## src/rtl/matrix_scan_driver.sv

```systemverilog
`default_nettype none
// ============================================================================
//  Module      : matrix_scan_driver
//  Description : Scans a pixel frame RAM one row at a time, serialises each
//                W-bit row word MSB-first onto an sdata/sclk/latch shifter
//                interface and drives a one-hot row select for a multiplexed
//                LED matrix.
//  Revision    : 1.0 - initial release
// ============================================================================
module matrix_scan_driver #(
    parameter int N   = 2,   // RAM address width; 2**N matrix rows
    parameter int W   = 8,   // pixels per row word
    parameter int DIV = 2    // clk cycles per sclk half-period (1..255)
) (
    input  logic               clk,
    input  logic               reset,
    input  logic               enable,
    input  logic [W-1:0]       ram_data,
    output logic [N-1:0]       ram_addr,
    output logic               ram_rd_active,
    output logic               sdata,
    output logic               sclk,
    output logic               latch,
    output logic [2**N-1:0]    row_sel,
    output logic               frame_done
);

    localparam int c_ROWS = 2**N;
    localparam int c_BW   = (W > 1) ? $clog2(W) : 1;

    localparam logic [2:0] c_ST_IDLE  = 3'd0;
    localparam logic [2:0] c_ST_FETCH = 3'd1;
    localparam logic [2:0] c_ST_LOAD  = 3'd2;
    localparam logic [2:0] c_ST_SHIFT = 3'd3;
    localparam logic [2:0] c_ST_LATCH = 3'd4;

    localparam logic [7:0]        c_DIV_LAST  = 8'(DIV - 1);
    localparam logic [c_BW-1:0]   c_BIT_LAST  = c_BW'(W - 1);
    localparam logic [c_BW-1:0]   c_BIT_ONE   = c_BW'(1);
    localparam logic [N-1:0]      c_ROW_ONE   = N'(1);
    localparam logic [N-1:0]      c_ROW_LAST  = {N{1'b1}};
    localparam logic [c_ROWS-1:0] c_SEL_ONE   = c_ROWS'(1);

    logic [2:0]        r_state;
    logic [N-1:0]      r_row;
    logic [N-1:0]      r_ram_addr;
    logic              r_rd_active;
    logic [W-1:0]      r_shreg;
    logic [c_BW-1:0]   r_bit_cnt;
    logic [7:0]        r_div;
    logic              r_sclk;
    logic              r_latch;
    logic [c_ROWS-1:0] r_row_sel;
    logic              r_frame_done;

    logic [N-1:0]      w_row_next;
    logic [c_ROWS-1:0] w_row_onehot;

    // Next row index (wraps modulo 2**N) and the select pattern for the row being latched
    always_comb begin
        w_row_next   = r_row + c_ROW_ONE;
        w_row_onehot = c_SEL_ONE << r_row;
    end

    // Scan sequencer: fetch, load, shift out bit by bit, latch, advance row
    always_ff @(posedge clk or posedge reset) begin
        if (reset) begin
            r_state      <= c_ST_IDLE;
            r_row        <= '0;
            r_ram_addr   <= '0;
            r_rd_active  <= 1'b0;
            r_shreg      <= '0;
            r_bit_cnt    <= '0;
            r_div        <= '0;
            r_sclk       <= 1'b0;
            r_latch      <= 1'b0;
            r_row_sel    <= '0;
            r_frame_done <= 1'b0;
        end else begin
            case (r_state)
                c_ST_IDLE: begin
                    r_row     <= '0;
                    r_row_sel <= '0;
                    if (enable) begin
                        r_state     <= c_ST_FETCH;
                        r_ram_addr  <= '0;
                        r_rd_active <= 1'b1;
                    end
                end

                // Address is on the bus this cycle; the synchronous RAM answers next cycle
                c_ST_FETCH: begin
                    r_state <= c_ST_LOAD;
                end

                c_ST_LOAD: begin
                    r_state     <= c_ST_SHIFT;
                    r_rd_active <= 1'b0;
                    r_shreg     <= ram_data;
                    r_bit_cnt   <= c_BIT_LAST;
                    r_div       <= '0;
                    r_sclk      <= 1'b0;
                end

                // Each bit spends DIV cycles with sclk low then DIV cycles high;
                // the shift happens only after the high phase so sdata never
                // moves around the sampling edge.
                c_ST_SHIFT: begin
                    if (r_div == c_DIV_LAST) begin
                        r_div <= '0;
                        if (!r_sclk) begin
                            r_sclk <= 1'b1;
                        end else begin
                            r_sclk <= 1'b0;
                            if (r_bit_cnt == '0) begin
                                r_state      <= c_ST_LATCH;
                                r_latch      <= 1'b1;
                                r_frame_done <= (r_row == c_ROW_LAST);
                            end else begin
                                r_shreg   <= r_shreg << 1;
                                r_bit_cnt <= r_bit_cnt - c_BIT_ONE;
                            end
                        end
                    end else begin
                        r_div <= r_div + 8'd1;
                    end
                end

                // Stopping blanks the display at once and rewinds to row 0,
                // so a restart always begins at the top of the frame.
                c_ST_LATCH: begin
                    r_latch      <= 1'b0;
                    r_frame_done <= 1'b0;
                    if (enable) begin
                        r_state     <= c_ST_FETCH;
                        r_row       <= w_row_next;
                        r_row_sel   <= w_row_onehot;
                        r_ram_addr  <= w_row_next;
                        r_rd_active <= 1'b1;
                    end else begin
                        r_state   <= c_ST_IDLE;
                        r_row     <= '0;
                        r_row_sel <= '0;
                    end
                end

                default: begin
                    r_state <= c_ST_IDLE;
                end
            endcase
        end
    end

    assign ram_addr      = r_ram_addr;
    assign ram_rd_active = r_rd_active;
    assign sdata         = r_shreg[W-1];
    assign sclk          = r_sclk;
    assign latch         = r_latch;
    assign row_sel       = r_row_sel;
    assign frame_done    = r_frame_done;

endmodule
`default_nettype wire

```

## config.mk

```make
export PLATFORM = sky130hd
export DESIGN_NAME = matrix_scan_driver
export DESIGN_NICKNAME = d
export VERILOG_FILES = /design/src/rtl/matrix_scan_driver.sv
export SDC_FILE = /design/constraint.sdc
export NUM_CORES = 1
export LEC_CHECK = 0
export CAP_MARGIN = 20
export CORE_UTILIZATION = 54
export CTS_CLUSTER_DIAMETER = 80
export DETAILED_ROUTE_END_ITERATION = 8
export PLACE_DENSITY_LB_ADDON = 0.08
export SLEW_MARGIN = 5
export SYNTH_ARGS = -nofsm -noshare
export SYNTH_HDL_FRONTEND = slang
export SYNTH_SLANG_ARGS = --single-unit
```

## constraint.sdc

```tcl
create_clock -name clk -period 2 [get_ports clk]
set_clock_uncertainty 0.15 [all_clocks]
set_input_delay 0.4 -clock clk [delete_from_list [all_inputs] [get_ports clk]]
set_output_delay 0.4 -clock clk [all_outputs]
set_load 0.02 [all_outputs]
```

==> results.py <==
metrics = {
    "global_routing": {
        "grt_pass1_wl_um": 6285,
        "grt_antenna_before_repair": 0,
        "grt_pass1_vias": 1408,
        "gr-total-overflow": 0,
        "grt_max_degree": 35,
        "grt_usage": 0.2448,
    },
    "critical_path": {
        "endpoint_kind": "output pin",
        "crit_slowest_cell": "clkdlybuf4s50_1",
        "crit_arrival_ps": 1340,
        "cp.required_ps": 1450,
        "path_cells": "clkdlybuf4s50_1",
        "path_buf_inv": 1,
        "cp-startpoint": "ram_rd_active$_DFFE_PP0P_",
        "max_stage_delay_ps": 610,
        "critPathTopFamily": "buffers and inverters",
        "worstSetupPathType": "flip-flop to output pin",
        "crit_path_max_fanout": 3,
        "start_kind": "flip-flop",
        "reg2reg_from": "r_div[0]$_DFFE_PP0P_",
    },
    "die": {
        "fp-row-count": 20,
        "die_w_um": 58.75,
        "core-area_mm2": 0.003053,
        "io_pins": 22,
        "die_area_mm2": 0.003452,
        "die_h_um": 58.75,
        "initial_utilization": 0.5697,
    },
    "power": {
        "vdd.ir_drop.worst_uv": 588.7,
        "power.total_mw": 2.236,
        "p_leak_nw": 0.9400,
        "power_density_mw_per_mm2": 1064,
    },
    "route": {
        "ant_nets": 0,
        "via_count": 1440,
        "drtIter0Drc": 66,
        "routedWlPerCell_um": 14.42,
        "viasPerCell": 5.760,
        "routed_wl_um": 3605,
        "firstDrtPassIters": 4,
        "drc": 0,
    },
    "clock_network": {
        "cts_tree": "yes",
        "cts_root_buffer": "clkbuf_4",
        "numCtsBuffers": 5,
        "clkTransAtPathRegs_ps": 100,
        "numClockSinks": 34,
        "cts_max_level": 2,
        "insertion_delay_ps": 350,
        "cts_buffer_depth": 2,
    },
    "timing": {
        "slew-limit-headroom": 0.6117,
        "hold_viol": 0,
        "slew_violations": 0,
        "finalCritPeriodShare": 0.9441,
        "tns_ps": 0,
        "max_freq_mhz": 529.6,
        "hold_ws_ps": 293.3,
        "worst_slew_pin_slew_ps": 582.4,
        "setup_viol": 0,
        "grt_setup_unrepaired": "yes",
        "layout_min_cycle_time_ps": 1888,
    },
    "yosys": {
        "yosysMostFrequentCell": "dfrtp_1",
        "synth_cells": 176,
        "ys_ff_latch": 34,
        "synth_top_area_frac": 0.4892,
        "syn_nets": 195,
        "syn_area_mm2": 0.001739,
        "synthFlopType": "dfrtp_1",
        "synth_seq_area_share": 0.4892,
        "synth_cell_types": 42,
        "syn_area_per_cell_um2": 9.882,
        "synthTopCellsByCount": "34 x dfrtp_1, 13 x inv_1, 12 x nor2_1, 12 x o21ai_0, 11 x nand2_1",
        "ys_warn_count": 0,
        "yosysTopAreaCell": "dfrtp_1",
        "synthTopCellsByArea": "dfrtp_1 49%, ha_1 5.8%, o21ai_0 3.5%",
        "synth_edf_count": 0,
        "postSynth.asyncResetShare": 1.000,
    },
    "place": {
        "gp_congestion": 0.8559,
        "io_buffers": 21,
        "dpl.hpwl_um": 2585,
    },
    "status": {
        "status": "finished, final reports clean",
    },
    "flow_run": {
        "cap_violations": 0,
    },
    "cells_and_area": {
        "diodes": 0,
        "final_nets": 224,
        "drive_gt1_frac": 0.1165,
        "syn_to_final_growth_pct": 20.86,
    },
    "worst_hold_path": {
        "hold_class": "input port to asynchronous set/reset pin",
    },
}
[final timing paths]
path | to | slack [ps] | cells after the start
worst max register to register | r_div[7]$_DFFE_PP0P_ | 120 | 6
max in group asynchronous | r_div[0]$_DFFE_PP0P_ | 1080 | 3
min in group clk | ram_addr[0]$_DFFE_PP0P_ | 340 | 1
worst min register to register | ram_addr[0]$_DFFE_PP0P_ | 340 | 1
worst min-delay path | sclk$_DFFE_PP0P_ | 290 | 3
worst max-delay path | ram_rd_active | 110 | 1
[state kept, by name, summed over array words and instances, names as in the netlist]
| register | cells |
|---|---|
| r_div | 8 |
| row_sel | 4 |
| sclk | 1 |
| r_shreg | 8 |
| r_bit_cnt | 3 |
| latch | 1 |
| r_state | 3 |
| frame_done | 1 |
| ram_addr | 2 |
| r_row | 2 |
| ram_rd_active | 1 |
[cell type report]
type | count | area, µm²
fillers | 249 | 950.9
flip-flops and latches | 34 | 852.1
multi-input cells | 121 | 813.3
repair buffers | 29 | 269.0
clock buffers | 7 | 55.05
well taps | 44 | 55.05
inverters | 14 | 52.55
clock inverters | 1 | 5.005
[where the power goes]
group / internal, mW / total (mW) / switching, mW
clock: 0.170 / 0.403 / 0.233
sequential: 0.866 / 1.03 / 0.160
combinational: 0.394 / 0.807 / 0.413
[stage by stage]
| step | util | std cells | instance area [µm²] | worst slack, ps |
|---|---|---|---|---|
| 6_report | 0.6885 | 250 | 2102 | 111.8 |
| 5_1_grt | 0.6885 | 250 | 2102 | -22.93 |
| 4_1_cts | 0.6848 | 250 | 2091 | 85.99 |
| 3_5_place_dp | 0.6656 | 242 | 2032 | 152.8 |
| 3_3_place_gp | 0.6656 | 242 | 2032 | 179.6 |
| 2_1_floorplan | - | 176 | 1739 | 209.5 |
[layout by cell type (no fill, tap or decap), drive strengths merged, types with 3 or more instances in the layout]
cell / n
ha: 8
buf: 8
nand2: 11
clkbuf: 7
inv: 13
o21ai: 15
a21oi: 5
nor3: 7
a31oi: 8
a21o: 3
and3: 5
nor2: 12
nand3: 8
clkdlybuf4s50: 20
o22a: 5
nand4: 3
o22ai: 4
dfrtp: 34
a22o: 5
[metal layers]
layer / global-route usage / share of wire / vias up
li1: - / - / 698
met1: 0.2997 / 0.44 / 699
met2: 0.3961 / 0.50 / 36
met3: 0.07692 / 0.044 / 7
met4: 0.1088 / 0.016 / 0
met5: 0 / 0 / -
[kinds of logic after synthesis]
| family | share of synthesized area |
|---|---|
| XOR/XNOR | 0.005037 |
| adder cells (fa/ha/maj) | 0.05756 |
| buffers and inverters | 0.04892 |
| multiplexers | 0.005756 |
| AO/OA/AOI/OAI | 0.2086 |
| AND/OR/NAND/NOR | 0.1849 |
| flip-flops | 0.4892 |
[repair_timing]
| action | CTS | global route |
|---|---|---|
| buffers inserted | 0 | 0 |
| resized for setup | 1 | 3 |
| setup endpoints to repair | 1 | 6 |
| hold buffers | 0 | 0 |
(Power assumes the default switching activity.)
